**src/rtl/store_buffer.sv**
```systemverilog
// Store buffer between the MEM stage and word-addressed data memory: queues word/half/byte
// stores and drains one full-word write per cycle. Optional macro: STORE_BUFFER_FWD_EN.
module store_buffer #(
  parameter int unsigned DEPTH = 4,
  parameter int unsigned CW    = 3
) (
  input  logic          clk_i,
  input  logic          rst_ni,
  input  logic          st_valid_i,
  output logic          st_ready_o,
  input  logic [1:0]    st_type_i,
  input  logic [31:0]   st_addr_i,
  input  logic [31:0]   st_data_i,
  input  logic [31:0]   st_pc_i,
  output logic          st_err_o,
  input  logic          ld_valid_i,
  input  logic [31:0]   ld_addr_i,
  output logic          ld_stall_o,
  output logic          ld_fwd_valid_o,
  output logic [31:0]   ld_fwd_data_o,
  output logic          dm_we_o,
  output logic [31:0]   dm_a_o,
  output logic [31:0]   dm_din_o,
  input  logic [31:0]   dm_dout_i,
  output logic [31:0]   dm_pc_o,
  output logic [CW-1:0] count_o,
  output logic          empty_o
);

  localparam int unsigned PW = $clog2(DEPTH);

  localparam logic [1:0] TypeSw = 2'b00;
  localparam logic [1:0] TypeSh = 2'b01;
  localparam logic [1:0] TypeSb = 2'b10;

  logic [31:0]   addr_q [DEPTH];
  logic [31:0]   data_q [DEPTH];
  logic [1:0]    type_q [DEPTH];
  logic [31:0]   pc_q   [DEPTH];

  logic [PW-1:0] head_q, head_d;
  logic [PW-1:0] tail_q, tail_d;
  logic [CW-1:0] count_q, count_d;

  logic          st_aligned;
  logic          enq, deq;

  // Alignment check; the reserved type never aligns.
  always_comb begin
    st_aligned = 1'b0;
    unique case (st_type_i)
      TypeSw:  st_aligned = (st_addr_i[1:0] == 2'b00);
      TypeSh:  st_aligned = ~st_addr_i[0];
      TypeSb:  st_aligned = 1'b1;
      default: st_aligned = 1'b0;
    endcase
  end

  assign st_ready_o = (count_q < CW'(DEPTH));
  assign st_err_o   = st_valid_i & ~st_aligned;
  assign enq        = st_valid_i & st_ready_o & st_aligned;
  assign deq        = (count_q != '0);
  assign empty_o    = ~deq;
  assign count_o    = count_q;

  always_comb begin
    head_d  = head_q;
    tail_d  = tail_q;
    count_d = count_q;
    if (enq) tail_d = tail_q + PW'(1);
    if (deq) head_d = head_q + PW'(1);
    unique case ({enq, deq})
      2'b10:   count_d = count_q + CW'(1);
      2'b01:   count_d = count_q - CW'(1);
      default: count_d = count_q;
    endcase
  end

  always_ff @(posedge clk_i or negedge rst_ni) begin
    if (!rst_ni) begin
      head_q  <= '0;
      tail_q  <= '0;
      count_q <= '0;
    end else begin
      head_q  <= head_d;
      tail_q  <= tail_d;
      count_q <= count_d;
    end
  end

  // Payload storage needs no reset: occupancy is tracked by count_q.
  always_ff @(posedge clk_i) begin
    if (enq) begin
      addr_q[tail_q] <= st_addr_i;
      data_q[tail_q] <= st_data_i;
      type_q[tail_q] <= st_type_i;
      pc_q[tail_q]   <= st_pc_i;
    end
  end

  // Head entry merge: byte mask and lane replication, then read-modify-write.
  logic [1:0]  head_type;
  logic [1:0]  head_boff;
  logic [31:0] head_data;
  logic [3:0]  head_bmask;
  logic [31:0] head_lane;
  logic [31:0] head_wmask;

  assign head_type = type_q[head_q];
  assign head_boff = addr_q[head_q][1:0];
  assign head_data = data_q[head_q];

  always_comb begin
    head_bmask = 4'b0000;
    head_lane  = '0;
    unique case (head_type)
      TypeSw: begin
        head_bmask = 4'b1111;
        head_lane  = head_data;
      end
      TypeSh: begin
        head_bmask = head_boff[1] ? 4'b1100 : 4'b0011;
        head_lane  = {2{head_data[15:0]}};
      end
      TypeSb: begin
        head_bmask = 4'b0001 << head_boff;
        head_lane  = {4{head_data[7:0]}};
      end
      default: begin
        head_bmask = 4'b0000;
        head_lane  = '0;
      end
    endcase
  end

  assign head_wmask = {{8{head_bmask[3]}}, {8{head_bmask[2]}},
                       {8{head_bmask[1]}}, {8{head_bmask[0]}}};

  assign dm_we_o  = deq;
  assign dm_a_o   = deq ? {addr_q[head_q][31:2], 2'b00} : '0;
  assign dm_din_o = deq ? ((dm_dout_i & ~head_wmask) | (head_lane & head_wmask)) : '0;
  assign dm_pc_o  = deq ? pc_q[head_q] : '0;

  // Hazard scan walks oldest to youngest so the last hit is the youngest match.
  logic          ld_hit;
  logic [1:0]    ld_hit_type;
  logic [31:0]   ld_hit_data;
  logic [PW-1:0] scan_idx;

  always_comb begin
    ld_hit      = 1'b0;
    ld_hit_type = '0;
    ld_hit_data = '0;
    scan_idx    = '0;
    for (int unsigned i = 0; i < DEPTH; i++) begin
      scan_idx = head_q + PW'(i);
      if ((CW'(i) < count_q) && (addr_q[scan_idx][31:2] == ld_addr_i[31:2])) begin
        ld_hit      = 1'b1;
        ld_hit_type = type_q[scan_idx];
        ld_hit_data = data_q[scan_idx];
      end
    end
  end

  logic unused_ld_boff;
  assign unused_ld_boff = ^ld_addr_i[1:0];

`ifdef STORE_BUFFER_FWD_EN
  logic ld_fwd;
  assign ld_fwd         = ld_valid_i & ld_hit & (ld_hit_type == TypeSw);
  assign ld_fwd_valid_o = ld_fwd;
  assign ld_fwd_data_o  = ld_fwd ? ld_hit_data : '0;
  assign ld_stall_o     = ld_valid_i & ld_hit & ~ld_fwd;
`else
  logic unused_fwd;
  assign unused_fwd     = ^{ld_hit_type, ld_hit_data};
  assign ld_fwd_valid_o = 1'b0;
  assign ld_fwd_data_o  = '0;
  assign ld_stall_o     = ld_valid_i & ld_hit;
`endif

endmodule
```
**config.mk**
```make
export PLATFORM = sky130hd
export DESIGN_NAME = store_buffer
export DESIGN_NICKNAME = d
export VERILOG_FILES = /design/src/rtl/store_buffer.sv
export SDC_FILE = /design/constraint.sdc
export NUM_CORES = 1
export LEC_CHECK = 0
export ABC_AREA = 0
export CORE_MARGIN = 2
export CORE_UTILIZATION = 50
export CTS_CLUSTER_SIZE = 40
export DETAILED_ROUTE_END_ITERATION = 6
export PLACE_DENSITY_LB_ADDON = 0.1
export SYNTH_ARGS = -nofsm -noshare
export SYNTH_HDL_FRONTEND = slang
export SYNTH_SLANG_ARGS = --single-unit
```
**constraint.sdc**
```tcl
create_clock -name clk_i -period 10.78 [get_ports clk_i]
set_input_delay 1.617 -clock clk_i [delete_from_list [all_inputs] [get_ports clk_i]]
set_output_delay 1.617 -clock clk_i [all_outputs]
set_load 0.01 [all_outputs]
```
==> impl_metrics.env, run 1 <==
export IMPL_num_rows=73
export IMPL_slew_headroom=0.282
export IMPL_ys_async_sr_fraction=0.0175
export IMPL_syn_instance_count=1287
export IMPL_die_h_um=204
export IMPL_path_max_fanout=132
export IMPL_clkTransAtPathRegs_ns=0.06
export IMPL_dr_pass1_iters=5
export IMPL_seq_area_frac_synth=0.599
export IMPL_rsz0062_at_grt="no"
export IMPL_fillers=3006
export IMPL_critPathKind="register to output pin"
export IMPL_critPathLaunchType="register"
export IMPL_worstSetupStartpoint="head_q[0]"
export IMPL_area_delta_synth_final_pct=20.6
export IMPL_netlist_area_um2=19900
export IMPL_globalplace_congestion=0.913
export IMPL_postCtsSetupRepairBufs=0
export IMPL_postCtsHoldBufs=0
export IMPL_grt_usage=0.243
export IMPL_reg2reg_slack_ns=7.77
export IMPL_hold_path_class="register to register"
export IMPL_cts_tree="yes"
export IMPL_cp_required_ns=9.16
export IMPL_grt_pass1_wl_um=74600
export IMPL_status="finished clean"
export IMPL_drv_cap=0
export IMPL_vias_per_cell=5.79
export IMPL_multi_input_area_um2=7350
export IMPL_core_area_um2=39500
export IMPL_hold_viol=0
export IMPL_cts_sinks=399
export IMPL_yosys_cell_types_count=60
export IMPL_port_buffers=265
export IMPL_min_period_ns=6.85
export IMPL_grt_remaining_overflow=0
export IMPL_antenna_found_initial=3
export IMPL_timing_fmax_mhz=146
export IMPL_die_area_um2=41500
export IMPL_worstPathCellList="buf_12, mux4_1, xnor2_1, nand4_1, or4_1, nor4b_2, a32oi_1, o311ai_1, clkdlybuf4s50_1"
export IMPL_worst_ir_drop_vdd_mv=0.175
export IMPL_yosysWarnings=0
export IMPL_cp_arrival_ns=5.24
export IMPL_ys_flop_type="edfxtp_1"
export IMPL_root_buffer="clkbuf_16"
export IMPL_grt_pass1_vias=12063
export IMPL_r2r_start="count_o[2]"
export IMPL_numCtsBuffers=42
export IMPL_drt_initial_drc_count=869
export IMPL_power_w=0.00629
export IMPL_max_stage_delay_ns=0.92
export IMPL_regArea_um2=12000
export IMPL_cts_resized=0
export IMPL_synth_seq_cells=399
export IMPL_dp_hpwl_um=34600
export IMPL_start_util=0.504
export IMPL_timing_rr_end="addr_q[1][17]"
export IMPL_drive_above_1_share=0.140
export IMPL_dr_total_vias=12020
export IMPL_fp_dieW_um=204
export IMPL_end_kind="output pin"
export IMPL_grt_max_degree=159
export IMPL_io_pins=303
export IMPL_setup_tns_ns=0
export IMPL_synth_edf_count=392
export IMPL_setup_violations=0
export IMPL_finalMaxSlewViolations=0
export IMPL_drc=0
export IMPL_power_density_nw_per_um2=261
export IMPL_avgRoutedWirePerCell_um=24.3
export IMPL_reg2reg_depth=4
export IMPL_fin_nets=1691
export IMPL_worstMarginPinSlew_ns=1.08
export IMPL_leakage_nw=8.13
export IMPL_wl_um=50300
export IMPL_min_period_over_period=0.636
export IMPL_cp_endpoint="ld_stall_o"
export IMPL_synth_area_per_cell_um2=15.5
export IMPL_clockBufferDepth=3
export IMPL_ctsHtreeMaxLevel=2
export IMPL_insertion_delay_ns=0.55
export IMPL_ant_nets=0
export IMPL_critPathSlowestCell="dfrtp_4"
export IMPL_skew_ns=0.0181
## registers in the layout, summed over array words and instances, names as in the netlist
register	count
head_q	2
type_q	8
pc_q	128
data_q	128
addr_q	128
tail_q	2
count_o	3
## logic make-up (layout without fill, tap and decap cells)
logic type,after synthesis,count (layout),synth area share
adder cells (fa/ha/maj),9,9,0.00565
AO/OA/AOI/OAI,142,142,0.0452
XOR/XNOR,95,95,0.0417
multiplexers,261,261,0.208
AND/OR/NAND/NOR,242,242,0.0607
buffers and inverters,138,364,0.0394
flip-flops,399,399,0.599
other,1,38,0.000188
## report_power, final
part	switching, W	total [W]	internal [W]	leakage [nW]
combinational	0.00151	0.00300	0.00149	3.89
sequential	0.000129	0.00195	0.00182	3.62
clock	0.000571	0.00134	0.000770	0.619
total	0.00221	0.00629	0.00408	8.13
## per-stage QoR
step	worst slack [ns]	hold slack (ns)	utilization	instances	cell area [µm²]
6_report	3.93	0.655	0.608	2075	24100
5_1_grt	3.53	0.698	0.608	2074	24100
4_1_cts	3.81	0.658	0.608	2072	24000
3_5_place_dp	4.42	0.625	0.576	1997	22800
3_3_place_gp	4.46	0.614	0.576	1997	22800
2_1_floorplan	5.70	0.580	-	1321	20100
## cell usage after synthesis (33+ instances only)
cell type	instances	area, µm²
xor2_1	38	333
clkbuf_1	33	124
mux2i_1	114	1140
edfxtp_1	392	11800
o21ai_0	33	165
xnor2_1	57	499
nor2_1	70	263
a21oi_1	39	195
nor2b_1	52	325
mux4_2	115	2590
nand2_1	51	191
buf_4	47	353
## final cells by class
type	count	area share
Antenna cell	3	0.000312
Clock buffer	60	0.0478
Clock inverter	15	0.00531
Inverter	14	0.00224
Multi-Input combinational cell	784	0.306
Sequential cell	399	0.497
Tap cell	525	0.0273
Timing Repair Buffer	275	0.114
## critical path: cells and delay by family, from the launching register on
kind | cells | cell delay (ns)
compound gates | 2 | 0.30
flops | 1 | 0.92
mux | 1 | 0.72
xor+xnor | 1 | 0.25
buf+inv | 2 | 1.29
simple gates | 3 | 1.04
## per-layer routing
metal	wire (µm)	up-vias	GRT usage
li1	-	5434	-
met1	22600	6145	0.360
met2	23300	367	0.365
met3	3110	74	0.0452
met4	1320	0	0.0819
met5	0	-	0
## worst min path at each step
stage	to	cells after the start	from
floorplan	tail_q[1]	2	tail_q[1]
global placement	tail_q[0]	2	tail_q[0]
detailed placement	tail_q[1]	2	tail_q[1]
CTS	count_o[1]	2	count_o[1]
global route	tail_q[0]	2	tail_q[0]
finish	tail_q[0]	2	tail_q[0]
## placed cells by master, fill, tap and decap left out, types with 4 or more instances in the layout
cell             count
clkbuf_1            16
nand3_1              9
nor2b_1             52
buf_4                8
inv_1               12
clkinv_2             7
mux2_2              28
xor2_1              38
mux4_2             115
nor2_1              70
xnor2_1             57
nand2b_1             5
o22ai_1             13
ha_1                 9
nand2_1             51
dfrtp_1              5
and2_4               4
o21ai_0             33
nand4_1             20
mux4_1               4
nor3_1               5
conb_1              35
edfxtp_1           392
a211oi_1            10
a21oi_1             39
clkdlybuf4s50_1    265
clkinv_1             6
or4_1                4
nor4_1              11
o221ai_1             4
a22oi_1              7
clkbuf_16           43
mux2i_1            114
Power figures use the tool's default switching activity.
==> inputs of run 2 (changes only) <==
CORE_UTILIZATION = 49   (was 50)
clock period = 6.2 ns   (was 10.78 ns; I/O delays follow)
==> run 2 against run 1 <==
Effect of this change: combinational power rose by 76%; power is 78% higher; utilization increased by 0.095 points; clock-buffer cell count is 7 lower; non-clock buffer count grew 17.
==> impl_metrics.env, run 2 (same netlist as run 1, synthesis figures left out) <==
export IMPL_status="finished clean"
export IMPL_reg_top3="addr_q: 128 flops, data_q: 128 flops, pc_q: 128 flops"
export IMPL_dp_hpwl_um=35800
export IMPL_timing_fmax_mhz=178
export IMPL_die_area_um2=42300
export IMPL_regArea_um2=12000
export IMPL_cts_sinks=399
export IMPL_post_dp_cell_area_um2=22900
export IMPL_dr_total_vias=12166
export IMPL_crit_cells=9
export IMPL_finalMaxSlewViolations=0
export IMPL_cts_tree="yes"
export IMPL_ctsHtreeMaxLevel=2
export IMPL_min_period_over_period=0.905
export IMPL_ant_nets=0
export IMPL_cp_arrival_ns=4.68
export IMPL_power_w=0.0112
export IMPL_drv_cap=0
export IMPL_worst_ir_drop_vdd_mv=0.263
export IMPL_worstPathCellList="buf_4, mux2i_1, xnor2_1, mux2_2, nor4_1, nand4_1, or4_1, o311ai_1, clkdlybuf4s50_1"
export IMPL_postCtsHoldBufs=0
export IMPL_path_buf_inv=2
export IMPL_cpLargestDelayFamily="simple AND/OR/NAND/NOR gates"
export IMPL_fin_nets=1709
export IMPL_hold_worst_slack_ns=0.630
export IMPL_multi_input_area_um2=7350
export IMPL_grt_pass1_vias=12043
export IMPL_clockBufferDepth=3
export IMPL_die_h_um=206
export IMPL_drt_initial_drc_count=833
export IMPL_wl_um=50900
export IMPL_grt_pass1_wl_um=75100
export IMPL_max_stage_delay_ns=0.89
export IMPL_start_util=0.500
export IMPL_path_max_fanout=41
export IMPL_reg2reg_depth=4
export IMPL_globalplace_congestion=0.955
export IMPL_numCtsBuffers=43
export IMPL_cp_required_ns=5.27
export IMPL_worstMarginPinSlew_ns=0.978
export IMPL_critPathSlowestCell="dfrtp_4"
export IMPL_grt_usage=0.242
export IMPL_io_pins=303
export IMPL_layout_common_cells="edfxtp_1 (392), clkdlybuf4s50_1 (265), mux4_2 (115)"
export IMPL_area_delta_synth_final_pct=21.9
export IMPL_leakage_nw=8.27
export IMPL_root_buffer="clkbuf_16"
export IMPL_vias_per_cell=5.81
export IMPL_cts_resized=0
export IMPL_fillers=3070
export IMPL_avgRoutedWirePerCell_um=24.3
export IMPL_fin_area_um2=24300
export IMPL_drc=0
export IMPL_skew_ns=0.0240
export IMPL_grt_remaining_overflow=0
export IMPL_drive_above_1_share=0.153
export IMPL_antenna_found_initial=8
export IMPL_port_buffers=265
export IMPL_reg2reg_slack_ns=3.52
export IMPL_slew_headroom=0.346
export IMPL_setup_tns_ns=0
export IMPL_end_kind="output pin"
export IMPL_final_common_cell="edfxtp_1"
export IMPL_power_density_nw_per_um2=460
export IMPL_hold_viol=0
export IMPL_critPathLaunchType="register"
export IMPL_min_period_ns=5.61
export IMPL_rsz0062_at_grt="no"
export IMPL_clkTransAtPathRegs_ns=0.06
export IMPL_num_rows=73
export IMPL_dr_pass1_iters=6
export IMPL_setup_violations=0
export IMPL_fp_dieW_um=206
export IMPL_core_area_um2=39900
export IMPL_insertion_delay_ns=0.59
export IMPL_grt_max_degree=61
export IMPL_postCtsSetupRepairBufs=0
export IMPL_critPathKind="register to output pin"
export IMPL_hold_path_class="input port to async pin"
[run 2: changes by cell type in the layout (fill, tap and decap cells not counted)]
cell	change
buf_12	+1
buf_4	+16
bufinv_16	+4
clkbuf_1	-6
clkbuf_8	-1
clkinv_1	+1
clkinv_4	+1
clkinv_8	+1
clkinvlp_4	+1
diode_2	+1
inv_6	+1
inv_8	-1
[run 2: final cells by class]
cell class | count | share of cell area
Tap cell | 525 | 0.0270
Clock buffer | 53 | 0.0458
Inverter | 14 | 0.00221
Antenna cell | 4 | 0.000412
Sequential cell | 399 | 0.492
Timing Repair Buffer | 292 | 0.119
Clock inverter | 23 | 0.0116
Multi-Input combinational cell | 784 | 0.302
[run 2: layer usage]
metal / routed length, µm / vias to the layer above / GRT usage
met5: 60 / - / 0
met4: 1190 / 8 / 0.0676
met3: 4100 / 79 / 0.0673
met2: 23500 / 389 / 0.368
met1: 22100 / 6202 / 0.345
li1: - / 5488 / -
[run 2: per-stage QoR]
step | util | worst slack, ns | std cells
after floorplan | - | 1.80 | 1321
after global placement | 0.574 | 1.27 | 2014
after detailed placement | 0.574 | 1.24 | 2014
after CTS | 0.609 | 0.617 | 2090
after global routing | 0.609 | 0.363 | 2093
final | 0.609 | 0.592 | 2094
[run 2: worst paths after layout]
kind | start | end
setup / recovery | head_q[0] | ld_stall_o
hold / removal | rst_ni | head_q[1]
setup reg to reg | count_o[2] | pc_q[1][24]
hold reg to reg | count_o[1] | count_o[1]
max in group asynchronous | rst_ni | head_q[0]
min in group clk_i | count_o[1] | count_o[1]
[run 2: power by group]
part | leakage (nW) | switching (W) | total, W | internal, W
Clock | 0.673 | 0.00103 | 0.00252 | 0.00149
Combinational | 3.98 | 0.00265 | 0.00528 | 0.00263
Sequential | 3.62 | 0.000216 | 0.00337 | 0.00316
